## config.mk

```make
export PLATFORM = sky130hd
export DESIGN_NAME = alu_seq
export DESIGN_NICKNAME = d
export VERILOG_FILES = /design/src/rtl/alu_seq.sv
export SDC_FILE = /design/constraint.sdc
export NUM_CORES = 1
export LEC_CHECK = 0
export CELL_PAD_IN_SITES_DETAIL_PLACEMENT = 1
export CELL_PAD_IN_SITES_GLOBAL_PLACEMENT = 2
export CORE_MARGIN = 2
export CORE_UTILIZATION = 39
export DETAILED_ROUTE_END_ITERATION = 10
export HOLD_SLACK_MARGIN = 0.1
export PLACE_DENSITY_LB_ADDON = 0.1
export SETUP_SLACK_MARGIN = 0.4
export SLEW_MARGIN = 5
export SYNTH_ARGS = -nofsm -noshare
export SYNTH_HDL_FRONTEND = slang
export SYNTH_SLANG_ARGS = --single-unit
```

## constraint.sdc

```tcl
create_clock -name clk -period 8.65 [get_ports clk]
set_input_delay 1.2975 -clock clk [delete_from_list [all_inputs] [get_ports clk]]
set_output_delay 1.2975 -clock clk [all_outputs]
set_load 0.05 [all_outputs]
```

## src/rtl/alu_seq.sv

```systemverilog
`default_nettype none
// ============================================================================
// Module   : alu_seq
// Purpose  : Registered MIPS execute-stage ALU. Simple ops complete with a
//            one-cycle registered latency; MUL and DIV run on iterative
//            one-bit-per-cycle units and write the HI/LO registers.
//            Valid/ready handshakes on both sides let the execute stage stall
//            while a multi-cycle operation is in flight.
// Revision : 1.0 - initial release
// ----------------------------------------------------------------------------
// Ports
//   clk          in   1        rising-edge clock
//   rst_n        in   1        asynchronous active-low reset
//   in_valid     in   1        operation request valid
//   in_ready     out  1        request can be accepted this cycle
//   alu_control  in   4        opcode
//   in_1         in   WIDTH    operand A (rs)
//   in_2         in   WIDTH    operand B (rt or sign-extended immediate)
//   shamt        in   SHAMT_W  shift amount
//   out_valid    out  1        result valid
//   out_ready    in   1        consumer accepts the result
//   out          out  WIDTH    result
//   zero_signal  out  1        BEQ: in_1==in_2, otherwise out==0
//   div_by_zero  out  1        DIV issued with in_2==0 (qualified by out_valid)
//   hi, lo       out  WIDTH    HI/LO registers
// ============================================================================
module alu_seq #(
  parameter int WIDTH   = 32,
  parameter int SHAMT_W = $clog2(WIDTH)
) (
  input  logic               clk,
  input  logic               rst_n,
  input  logic               in_valid,
  output logic               in_ready,
  input  logic [3:0]         alu_control,
  input  logic [WIDTH-1:0]   in_1,
  input  logic [WIDTH-1:0]   in_2,
  input  logic [SHAMT_W-1:0] shamt,
  output logic               out_valid,
  input  logic               out_ready,
  output logic [WIDTH-1:0]   out,
  output logic               zero_signal,
  output logic               div_by_zero,
  output logic [WIDTH-1:0]   hi,
  output logic [WIDTH-1:0]   lo
);

  // --------------------------------------------------------------------------
  // Opcode encoding
  // --------------------------------------------------------------------------
  localparam logic [3:0] OP_AND  = 4'b0000;
  localparam logic [3:0] OP_ANDI = 4'b0001;
  localparam logic [3:0] OP_ADD  = 4'b0010;
  localparam logic [3:0] OP_ADDI = 4'b0011;
  localparam logic [3:0] OP_SLL  = 4'b0100;
  localparam logic [3:0] OP_MUL  = 4'b0101;
  localparam logic [3:0] OP_DIV  = 4'b0110;
  localparam logic [3:0] OP_SLT  = 4'b0111;
  localparam logic [3:0] OP_LW   = 4'b1000;
  localparam logic [3:0] OP_SW   = 4'b1001;
  localparam logic [3:0] OP_BEQ  = 4'b1010;
  localparam logic [3:0] OP_JAL  = 4'b1011;
  localparam logic [3:0] OP_NOR  = 4'b1100;
  localparam logic [3:0] OP_SRL  = 4'b1101;
  localparam logic [3:0] OP_SUB  = 4'b1110;
  localparam logic [3:0] OP_JR   = 4'b1111;

  localparam logic [SHAMT_W-1:0] C_CNT_START = SHAMT_W'(WIDTH - 1);
  localparam logic [WIDTH-1:0]   C_ONES      = {WIDTH{1'b1}};

  typedef enum logic [1:0] {
    S_IDLE = 2'd0,
    S_MUL  = 2'd1,
    S_DIV  = 2'd2
  } state_e;

  // --------------------------------------------------------------------------
  // State and output registers
  // --------------------------------------------------------------------------
  state_e             state_q;
  logic [SHAMT_W-1:0] cnt_q;
  // Iteration datapath shared by MUL and DIV:
  //   MUL: work_hi_q = partial product upper half, work_lo_q = multiplier
  //        bits still to consume (shifted right, product bits enter at MSB)
  //   DIV: work_hi_q = partial remainder, work_lo_q = dividend bits shifted
  //        out at the MSB while quotient bits enter at the LSB
  logic [WIDTH-1:0]   work_hi_q;
  logic [WIDTH-1:0]   work_lo_q;
  logic [WIDTH-1:0]   opb_q;      // multiplicand or divisor
  logic               out_valid_q;
  logic [WIDTH-1:0]   out_q;
  logic               zero_q;
  logic               dbz_q;
  logic [WIDTH-1:0]   hi_q;
  logic [WIDTH-1:0]   lo_q;

  // --------------------------------------------------------------------------
  // Combinational next-state values
  // --------------------------------------------------------------------------
  logic             in_ready_d;
  logic             accept_d;
  logic [WIDTH-1:0] simple_res_d;
  logic             simple_zero_d;
  logic [WIDTH:0]   mul_sum_d;
  logic [WIDTH-1:0] mul_hi_d;
  logic [WIDTH-1:0] mul_lo_d;
  logic [WIDTH:0]   div_trial_d;
  logic [WIDTH:0]   div_diff_d;
  logic             div_ge_d;
  logic [WIDTH-1:0] div_rem_d;
  logic [WIDTH-1:0] div_quo_d;

  // A new request may enter only when idle and the output slot is free or
  // is being drained this same cycle.
  assign in_ready_d = (state_q == S_IDLE) && (!out_valid_q || out_ready);
  assign accept_d   = in_valid && in_ready_d;

  // Single-cycle operations
  always_comb begin
    simple_res_d = '0;
    case (alu_control)
      OP_AND, OP_ANDI:              simple_res_d = in_1 & in_2;
      OP_ADD, OP_ADDI, OP_LW, OP_SW: simple_res_d = in_1 + in_2;
      OP_SUB:                       simple_res_d = in_1 - in_2;
      OP_NOR:                       simple_res_d = ~(in_1 | in_2);
      OP_SLL:                       simple_res_d = in_1 << shamt;
      OP_SRL:                       simple_res_d = in_1 >> shamt;
      OP_SLT:                       simple_res_d = {{(WIDTH-1){1'b0}},
                                                    ($signed(in_1) < $signed(in_2))};
      OP_JAL, OP_JR:                simple_res_d = in_1;
      default:                      simple_res_d = '0;  // BEQ; MUL/DIV go elsewhere
    endcase
  end

  // BEQ reports operand equality; everything else reports a zero result.
  assign simple_zero_d = (alu_control == OP_BEQ) ? (in_1 == in_2)
                                                 : (simple_res_d == '0);

  // Shift-add multiply step: add the multiplicand when the current multiplier
  // LSB is set, then shift the whole {hi,lo} pair right by one.
  assign mul_sum_d = {1'b0, work_hi_q} + (work_lo_q[0] ? {1'b0, opb_q} : '0);
  assign mul_hi_d  = mul_sum_d[WIDTH:1];
  assign mul_lo_d  = {mul_sum_d[0], work_lo_q[WIDTH-1:1]};

  // Restoring divide step. The partial remainder is always below the divisor,
  // so the trial value is below twice the divisor and the MSB of the
  // difference is a reliable borrow flag.
  assign div_trial_d = {work_hi_q, work_lo_q[WIDTH-1]};
  assign div_diff_d  = div_trial_d - {1'b0, opb_q};
  assign div_ge_d    = ~div_diff_d[WIDTH];
  assign div_rem_d   = div_ge_d ? div_diff_d[WIDTH-1:0] : div_trial_d[WIDTH-1:0];
  assign div_quo_d   = {work_lo_q[WIDTH-2:0], div_ge_d};

  // --------------------------------------------------------------------------
  // FSM and registered outputs
  // --------------------------------------------------------------------------
  always_ff @(posedge clk or negedge rst_n) begin
    if (!rst_n) begin
      state_q     <= S_IDLE;
      cnt_q       <= '0;
      work_hi_q   <= '0;
      work_lo_q   <= '0;
      opb_q       <= '0;
      out_valid_q <= 1'b0;
      out_q       <= '0;
      zero_q      <= 1'b0;
      dbz_q       <= 1'b0;
      hi_q        <= '0;
      lo_q        <= '0;
    end else begin
      // Drain the output slot; a result landing below overrides this.
      if (out_valid_q && out_ready) begin
        out_valid_q <= 1'b0;
      end

      case (state_q)
        S_IDLE: begin
          if (accept_d) begin
            case (alu_control)
              OP_MUL: begin
                state_q   <= S_MUL;
                cnt_q     <= C_CNT_START;
                work_hi_q <= '0;
                work_lo_q <= in_2;
                opb_q     <= in_1;
              end
              OP_DIV: begin
                if (in_2 == '0) begin
                  // Divide by zero resolves immediately without iterating.
                  out_q       <= C_ONES;
                  lo_q        <= C_ONES;
                  hi_q        <= in_1;
                  zero_q      <= 1'b0;
                  dbz_q       <= 1'b1;
                  out_valid_q <= 1'b1;
                end else begin
                  state_q   <= S_DIV;
                  cnt_q     <= C_CNT_START;
                  work_hi_q <= '0;
                  work_lo_q <= in_1;
                  opb_q     <= in_2;
                end
              end
              default: begin
                out_q       <= simple_res_d;
                zero_q      <= simple_zero_d;
                dbz_q       <= 1'b0;
                out_valid_q <= 1'b1;
              end
            endcase
          end
        end

        S_MUL: begin
          work_hi_q <= mul_hi_d;
          work_lo_q <= mul_lo_d;
          if (cnt_q == '0) begin
            state_q     <= S_IDLE;
            hi_q        <= mul_hi_d;
            lo_q        <= mul_lo_d;
            out_q       <= mul_lo_d;
            zero_q      <= (mul_lo_d == '0);
            dbz_q       <= 1'b0;
            out_valid_q <= 1'b1;
          end else begin
            cnt_q <= cnt_q - 1'b1;
          end
        end

        S_DIV: begin
          work_hi_q <= div_rem_d;
          work_lo_q <= div_quo_d;
          if (cnt_q == '0) begin
            state_q     <= S_IDLE;
            hi_q        <= div_rem_d;
            lo_q        <= div_quo_d;
            out_q       <= div_quo_d;
            zero_q      <= (div_quo_d == '0);
            dbz_q       <= 1'b0;
            out_valid_q <= 1'b1;
          end else begin
            cnt_q <= cnt_q - 1'b1;
          end
        end

        default: begin
          state_q <= S_IDLE;
          cnt_q   <= '0;
        end
      endcase
    end
  end

  assign in_ready    = in_ready_d;
  assign out_valid   = out_valid_q;
  assign out         = out_q;
  assign zero_signal = zero_q;
  assign div_by_zero = dbz_q;
  assign hi          = hi_q;
  assign lo          = lo_q;

endmodule
`default_nettype wire

```

After elaboration in Yosys (flattened, before gate mapping)
Cells that the tools add are included.

word-level totals
  logic and storage cells = 135
  output and inout port bits = 100
  register bits after elaboration = 202

cells by class
  order comparisons = 1
  shifts and indexed selects = 2
  add/subtract/negate cells = 5
  bitwise operators = 4
  multiplexer cells = 56
  equality and inequality tests = 30
  reduce and logical (&&, ||, !) cells = 26

operators by type and width
  operator            number
  $mux 32             18
  $pmux 32 s3         5
  $pmux 32 s2         4
  $pmux 32 s8         1
  $logic_not 32->1    4
  $add 32x32->33      1
  $sub 33x32->33      1
  $add 32x32->32      1
  $and 32x32->32      1
  $eq 32x32->1        1
  $eq 4x4->1 const B  8
  $lt 32x32->1        1
  $not 32->32         1
  $or 32x32->32       1
  $shl 32x5->32       1
  $shr 32x5->32       1
  $sub 32x32->32      1
  $pmux 5 s2          2
  $eq 4x3->1 const B  4
  $reduce_and 4->1    4
  $mux 5              3
  $mux 1              12
  $ne 2x2->1 const B  6
  $reduce_and 6->1    2
  24 further kinds    40

Longest topological paths before layout
Gate-level depths: netlist of run 1.

  word-level depth = 8
  depth in mapped cells = 17
  depth with buffers taken out = 15

Least setup slack after synthesis of run 1
No wires, ideal clock.

  path kind = input to register
  from = input in_1[4]
  to = register zero_q (netlist: zero_signal)
  arrival = 4534 ps
  stages = 15
  required time = 8574 ps
  slack = 4040 ps
  buffers on the path = 2
  setup time = 76 ps
  path through = clkbuf_1 > inv_1 > ha_1 > clkbuf_1 > and2_1 > a22oi_1 > a21oi_1 > o21ai_1 > o311ai_1 > a2111oi_0 > nand4b_1 > or4b_1 > nor4_1 > nand4_1 > o21ai_1

on the way
  word-level cells in the longest chain between the ends = 8

RTL lines
  element                                                 RTL line  text
  start, declared                                         36        input logic [WIDTH-1:0] in_1,
  branches (longest 4 deep; another with $sub 32x32->32)  --
  $mux 1 *                                                136       assign simple_zero_d = (alu_control == OP_BEQ) ? (in_1 == in_2)
  $pmux 1 s2 *                                            179       case (alu_control)
  $mux 1 *                                                178       if (accept_d) begin
  $pmux 1 s3 *                                            176       case (state_q)
  end signal, assigned                                    206       zero_q <= simple_zero_d;
  end signal, assigned                                    222       zero_q <= (mul_lo_d == '0);
  end signal, assigned                                    238       zero_q <= (div_quo_d == '0);
  end, declared                                           92        logic zero_q;

Every way passes the cells marked *. The select of a mux whose other input is x is not followed.
A chain may end at the register's enable or synchronous reset.

Worst setup path in the final report of run 1
  from = input in_1[0]
  to = register zero_q (netlist: zero_signal)

Same word-level chain as after synthesis.

==> results of run 1 <==
-- flip-flops by register name (all words and copies together) (netlist names), 2 cells and up --
signal,count
cnt_q,5
work_lo_q,32
opb_q,32
lo,32
out,32
hi,32
state_q,2
work_hi_q,32
-- logic make-up (layout without fill, tap and decap cells) --
logic type	count (synthesis)	after routing
other	0	3
XOR/XNOR	63	63
adder cells (fa/ha/maj)	181	181
AO/OA/AOI/OAI	1048	1048
AND/OR/NAND/NOR	1000	1000
multiplexers	191	191
buffers and inverters	407	458
flip-flops	202	202
-- per-layer routing --
| layer | wire length [µm] | share of wire [%] | track usage, % | up-vias |
|---|---|---|---|---|
| li1 | - | - | - | 11500 |
| met1 | 53400 | 42 | 53.4 | 13500 |
| met2 | 54600 | 43 | 59.1 | 1430 |
| met3 | 12000 | 9.4 | 8.16 | 295 |
| met4 | 7690 | 6.0 | 20.3 | 6 |
| met5 | 40 | 0.031 | 0 | - |
-- cell usage in the layout, fill, tap and decap left out, types with 25 or more instances in the layout --
cell type,Yosys,routed
a211oi_1,51,51
a21o_1,69,69
a21oi_1,215,215
a22oi_1,58,58
a31oi_1,78,78
buf_4,10,73
clkbuf_16,0,25
clkdlybuf4s50_1,0,171
dfrtp_1,202,202
ha_1,177,174
inv_1,163,162
mux2_2,26,26
mux2i_1,111,111
mux4_2,52,52
nand2_1,347,347
nand2b_1,38,37
nand3_1,74,74
nor2_1,287,284
nor2b_1,28,27
nor3_1,62,61
nor4_1,40,39
o211ai_1,48,48
o21ai_0,248,247
o31ai_1,43,43
xnor2_1,39,39
-- through the flow --
stage	std cells	cell area (µm²)
finish	3928	26800
global route	3925	26800
CTS	3925	26800
detailed placement	3880	26000
global placement	3880	26000
floorplan	3092	23800
-- power groups by stage --
| stage | clock (µW) | sequential (µW) | combinational [µW] |
|---|---|---|---|
| after floorplan | 0 | 2210 | 2610 |
| after global placement | 0 | 1690 | 4750 |
| after detailed placement | 0 | 1710 | 4890 |
| after CTS | 1100 | 1700 | 4910 |
| after global routing | 1130 | 1740 | 5310 |
| final | 1080 | 1700 | 4990 |
-- how the worst min path moves through the flow --
stage,from,to,slack [ns],depth (start not counted)
after floorplan,cnt_q[0],cnt_q[0],0.45,2
after global placement,out[16],out[16],0.46,1
after detailed placement,cnt_q[0],cnt_q[0],0.47,2
after CTS,cnt_q[0],cnt_q[0],0.48,2
after global routing,out[16],out[16],0.50,1
final,out[11],out[11],0.48,2
-- final cells by class --
type                       instances  area [µm²]
multi-input combinational       2483       17100
timing repair buffer             246        2280
sequential                       202        5050
clock buffer                      33         696
clock inverter                    12         131
fill                            7328       33500
inverter                         167         628
antenna                            3        7.51
tap                              782         978
-- tightest hold or removal path, cell delays in order, from the launching register on --
cell	delay [ns]
dfrtp_1	0.34
nand2_1	0.05
o21ai_0	0.06
==> results.txt, run 1 <==
Reg2Reg Capture Point -> work_lo_q[0]
failing checks -> capacitance limit
Die Footprint -> 63000 µm²
Total GRT Usage -> 39.4%
via count -> 26.7k
Post-CTS Setup Bufs -> 0
vias in the first global route -> 26.3k
final period utilization -> 78.5%
Post-synth top cells -> nand2_1 (347), nor2_1 (287), o21ai_0 (248), a21oi_1 (215), dfrtp_1 (202)
top cell type's share of synthesized area -> 21.2%
layout overhead on the synthesized area -> 12.8%
area leader, netlist -> dfrtp_1
DRT iter0 DRCs -> 3167
Worst-path clk slew -> 0.06 ns
RSZ-0062 raised after global routing -> false
worst hold margin -> 0.476 ns
post-synthesis sequential area ratio -> 21.2%
Synth Area in XOR/XNOR -> 2.32%
class of the worst hold path -> flop to flop
first-pass GRT wire length -> 184000 µm
status -> finished with violations
Max-cap violations -> 1
LEAKAGE -> 0.0115 µW
relative slew slack -> 0.689%
final setup TNS -> 0 ns
Clock Tree Buf Depth -> 3
worst slack at placement -> 1.56 ns
Async S/R FF share, synth -> 100%
Residual DRC -> 0
IO Count -> 177
Die Y -> 251 µm
most used flip-flop cell after synthesis -> dfrtp_1
NetSw -> 4170 µW
Critical Path Stages -> 15
average wire per standard cell -> 32.5 µm
crit path capture type -> flop
PnR worst setup slack -> 1.86 ns
Worst Path Max Fanout -> 11
R2R depth -> 16
Critical-path top delay cell -> clkdlybuf4s50_1
Syn Area/Cell -> 7.69 µm²
simple-gate portion of the synthesized area -> 19.3%
max incr delay on CP -> 1.05 ns
root buffer cell -> clkbuf_16
GPL Wtd Cong -> 1.10
most used cell, CP -> nand4_1
nets -> 3383
Finished Core Util -> 44.5%
Max VDD drop -> 0.229 mV
Core Footprint -> 60400 µm²
Slew Limit Fails -> 0
CTS resizes -> 0
Worst EP arrival -> 7.29 ns
Worst-Skew Late Latency -> 0.58 ns
layout cells sized above 1 -> 7.80%
fmax -> 147 MHz
Final setup viols -> 0
Die X -> 251 µm
R2R setup slack -> 3.82 ns
CP Cell Sequence -> clkdlybuf4s50_1, inv_1, ha_1, fa_1, nor2_1, o311ai_0, a211oi_1, o2111ai_1, a21boi_0, xnor2_1, a221oi_1, nand4_1, nor4_1, nand4_1, o21ai_1
Synth Area in Adders -> 9.65%
Sequential Power Share -> 21.9%
Post-Syn Instances -> 3092
Mapped Area -> 23800 µm²
min cycle time layout -> 6.79 ns
Reg-to-Reg Start -> work_lo_q[31]
Post-DRT Antenna Nets -> 0
DRT Pass-1 Iters -> 5
CTS tree -> done
synth top area cells -> dfrtp_1 (21%), ha_1 (9.3%), nand2_1 (5.5%)
combinational power share -> 64.2%
clock share of power -> 13.9%
Post-DP HPWL -> 99500 µm
Setup Crit Path Kind -> primary input to flop
most frequent cell after synthesis -> nand2_1
Power Density -> 289 nW/µm²
Switching Share -> 53.7%
largest family of logic cells by synthesized area -> compound AO/OA/AOI/OAI gates
Pwr Total -> 7770 µW
Startpoint Class -> primary input
largest net degree at the start of global routing -> 77
number of flops mapped to enable cells by yosys -> 0
Worst Max-Slew Pin Slew -> 1.48 ns
critical path required time -> 9.15 ns
internal power -> 3600 µW
H-tree depth -> 1
#FFs+latches synth -> 202
Final Hold Violating Endpoints -> 0
crit path capture -> zero_signal
cell family with most CP delay -> compound AO/OA/AOI/OAI gates
initial antenna violation count -> 10
GR Overflow Total -> 0
Vias/cell -> 6.80
YS warnings -> 0
net count after synthesis -> 3350
Layout Skew -> 0.0220 ns
Initial Util -> 39.4%
Row Count -> 90
CP startpoint -> in_1[0]
CTS Buf Count -> 25
post-synthesis compound-gate area fraction -> 29.1%
CP bufs+invs -> 2
post-synthesis cell type count -> 101
mux share of post-synthesis cell area -> 11.0%
Clock Sinks -> 202
PortBufs -> 176
hold buffer count at CTS -> 0
Total Wirelength -> 128000 µm
Power figures use the tool's default switching activity.
==> inputs of run 2 (changes only) <==
--- a/config.mk
+++ b/config.mk
@@ -8,7 +8,7 @@
 export CELL_PAD_IN_SITES_DETAIL_PLACEMENT = 1
 export CELL_PAD_IN_SITES_GLOBAL_PLACEMENT = 2
 export CORE_MARGIN = 2
-export CORE_UTILIZATION = 39
+export CORE_UTILIZATION = 33
 export DETAILED_ROUTE_END_ITERATION = 10
 export HOLD_SLACK_MARGIN = 0.1
 export PLACE_DENSITY_LB_ADDON = 0.1
==> constraint.sdc (replaced) <==
create_clock -name clk -period 5.7 [get_ports clk]
set_input_delay 0.855 -clock clk [delete_from_list [all_inputs] [get_ports clk]]
set_output_delay 0.855 -clock clk [all_outputs]
set_load 0.05 [all_outputs]
==> run 2 against run 1 <==
Effect of this change: global-route usage down 2.1 points; sequential share of layout area down 1.1 points; clock skew up 0.0076 ns; cell area up 5.9%; the flow now finishes without violations; combinational power up 57%; routed wire length up 12%; critical path type unchanged; die area up 18%; count of clock-buffer cells in the layout unchanged; flip-flop and latch count unchanged; final cell count up 8.4%; worst hold slack worse by 0.19 ns.
==> results.txt, run 2 (synthesis results as in run 1) <==
CP startpoint -> in_1[0]
Clock Tree Buf Depth -> 3
Worst Path Max Fanout -> 10
fmax -> 195 MHz
first-pass GRT wire length -> 202000 µm
DRT Pass-1 Iters -> 6
crit path capture type -> flop
min cycle time layout -> 5.13 ns
hold buffer count at CTS -> 0
Clock Sinks -> 202
Row Count -> 98
Worst-path clk slew -> 0.06 ns
Initial Util -> 33.3%
Critical Path Stages -> 17
Core Footprint -> 71500 µm²
Post-DRT Antenna Nets -> 0
crit path capture -> zero_signal
Setup Crit Path Kind -> primary input to flop
CP bufs+invs -> 4
# fillers -> 8620
Switching Share -> 52.6%
cell family with most CP delay -> compound AO/OA/AOI/OAI gates
NetSw -> 6420 µW
layout overhead on the synthesized area -> 19.5%
Residual DRC -> 0
initial antenna violation count -> 4
average wire per standard cell -> 33.5 µm
IO Count -> 177
Total Wirelength -> 143000 µm
PortBufs -> 176
largest net degree at the start of global routing -> 98
CP Cell Sequence -> clkdlybuf4s50_1, buf_4, ha_1, inv_1, fa_1, nand2b_1, a211oi_2, o21ai_0, o2111a_1, a211oi_1, nand3_1, nor4b_1, nand4_1, nor4_1, buf_4, nand4_1, o21ai_1
Post-DP HPWL -> 115000 µm
class of the worst hold path -> primary input to asynchronous set/reset pin
clock share of power -> 15.2%
Layout Skew -> 0.0296 ns
GR Overflow Total -> 0
Final setup viols -> 0
Die Y -> 272 µm
root buffer cell -> clkbuf_16
critical path required time -> 6.18 ns
R2R depth -> 15
Critical-path top delay cell -> clkdlybuf4s50_1
GPL Wtd Cong -> 1.05
Vias/cell -> 6.39
nets -> 3544
H-tree depth -> 1
Finished Core Util -> 39.8%
combinational power share -> 63.9%
Max-cap violations -> 0
Worst EP arrival -> 5.61 ns
Power Density -> 430 nW/µm²
R2R setup slack -> 0.85 ns
LEAKAGE -> 0.0123 µW
Reg-to-Reg Start -> work_lo_q[31]
internal power -> 5800 µW
DRT iter0 DRCs -> 2867
Pwr Total -> 12200 µW
Die X -> 272 µm
Die Footprint -> 74200 µm²
Max VDD drop -> 0.299 mV
Sequential Power Share -> 20.9%
layout cells sized above 1 -> 12.4%
via count -> 27.2k
CTS tree -> done
max incr delay on CP -> 0.48 ns
final period utilization -> 90.0%
vias in the first global route -> 27.1k
relative slew slack -> 18.8%
most common cell after layout, fill and taps aside -> nand2_1
Worst Max-Slew Pin Slew -> 1.21 ns
Total GRT Usage -> 37.2%
Reg2Reg Capture Point -> hi[18]
CTS Buf Count -> 26
commonest cells after routing, fill and taps aside -> nand2_1 (347), nor2_1 (284), o21ai_0 (246)
RSZ-0062 raised after global routing -> false
Startpoint Class -> primary input
Slew Limit Fails -> 0
Worst-Skew Late Latency -> 0.57 ns
status -> completed
Final Hold Violating Endpoints -> 0
[run 2: cell count changes in the layout (fill, tap and decap cells not counted), sizes merged]
cell / delta
buf: +160
bufinv: +4
clkinv: -4
clkinvlp: +4
inv: -1
[run 2: per-stage QoR]
| step | setup TNS, ns | hold WS (ns) | cells | setup slack, ns | cell area [µm²] |
|---|---|---|---|---|---|
| floorplan | 0 | 0.449 | 3092 | 1.53 | 23800 |
| finish | 0 | 0.287 | 4259 | 0.573 | 28400 |
| global route | 0 | 0.367 | 4256 | 0.417 | 28400 |
| global placement | -0.616 | 0.459 | 4208 | -0.451 | 27400 |
| CTS | 0 | 0.351 | 4256 | 0.414 | 28400 |
| detailed placement | -0.462 | 0.465 | 4208 | -0.351 | 27400 |
[run 2: routing by layer]
metal / up-vias / global-route usage, % / routed length, µm
met5: - / 0 / 28
met4: 4 / 17.0 / 7930
met3: 258 / 5.79 / 11000
met2: 1187 / 55.6 / 60300
met1: 14000 / 52.6 / 63400
li1: 11800 / - / -
[run 2: worst min path at each step]
stage,start,endpoint,slack [ns]
after floorplan,cnt_q[0],cnt_q[0],0.45
after global placement,out[2],out[2],0.46
after detailed placement,out[2],out[2],0.47
after CTS,rst_n,cnt_q[3],0.35
after global routing,rst_n,cnt_q[4],0.37
final,rst_n,cnt_q[4],0.29
[run 2: worst register-to-register path, delay by kind of cell, from the launching register on]
family / cells / cell delay (ns)
AOI/OAI and AO/OA: 8 / 2.57
adders and majority gates: 2 / 0.59
buffers and inverters: 3 / 0.53
DFF: 1 / 0.40
muxes: 1 / 0.38
and+or+nand+nor: 1 / 0.23
[run 2: final cells by class]
type | instances | area [µm²] | share of cell area (%)
Antenna cell | 3 | 7.51 | 0.0264
Clock buffer | 33 | 707 | 2.49
Clock inverter | 15 | 254 | 0.893
Inverter | 167 | 628 | 2.21
Multi-Input combinational cell | 2483 | 17100 | 60.1
Sequential cell | 202 | 5050 | 17.8
Tap cell | 950 | 1190 | 4.18
Timing Repair Buffer | 406 | 3520 | 12.4
[run 2: what timing repair did]
item,in CTS,in global routing
setup buffers,0,0
pin swaps,0,0
setup endpoints to repair,1,1
resized for setup,2,3
[run 2: power by group through the flow]
| stage | Sequential [µW] | Clock (µW) | Combinational, µW |
|---|---|---|---|
| 2_1_floorplan | 3350 | 0 | 3960 |
| 3_3_place_gp | 2540 | 0 | 7520 |
| 3_5_place_dp | 2570 | 0 | 7690 |
| 4_1_cts | 2550 | 1890 | 7730 |
| 5_1_grt | 2620 | 1950 | 8340 |
| 6_report | 2550 | 1860 | 7810 |
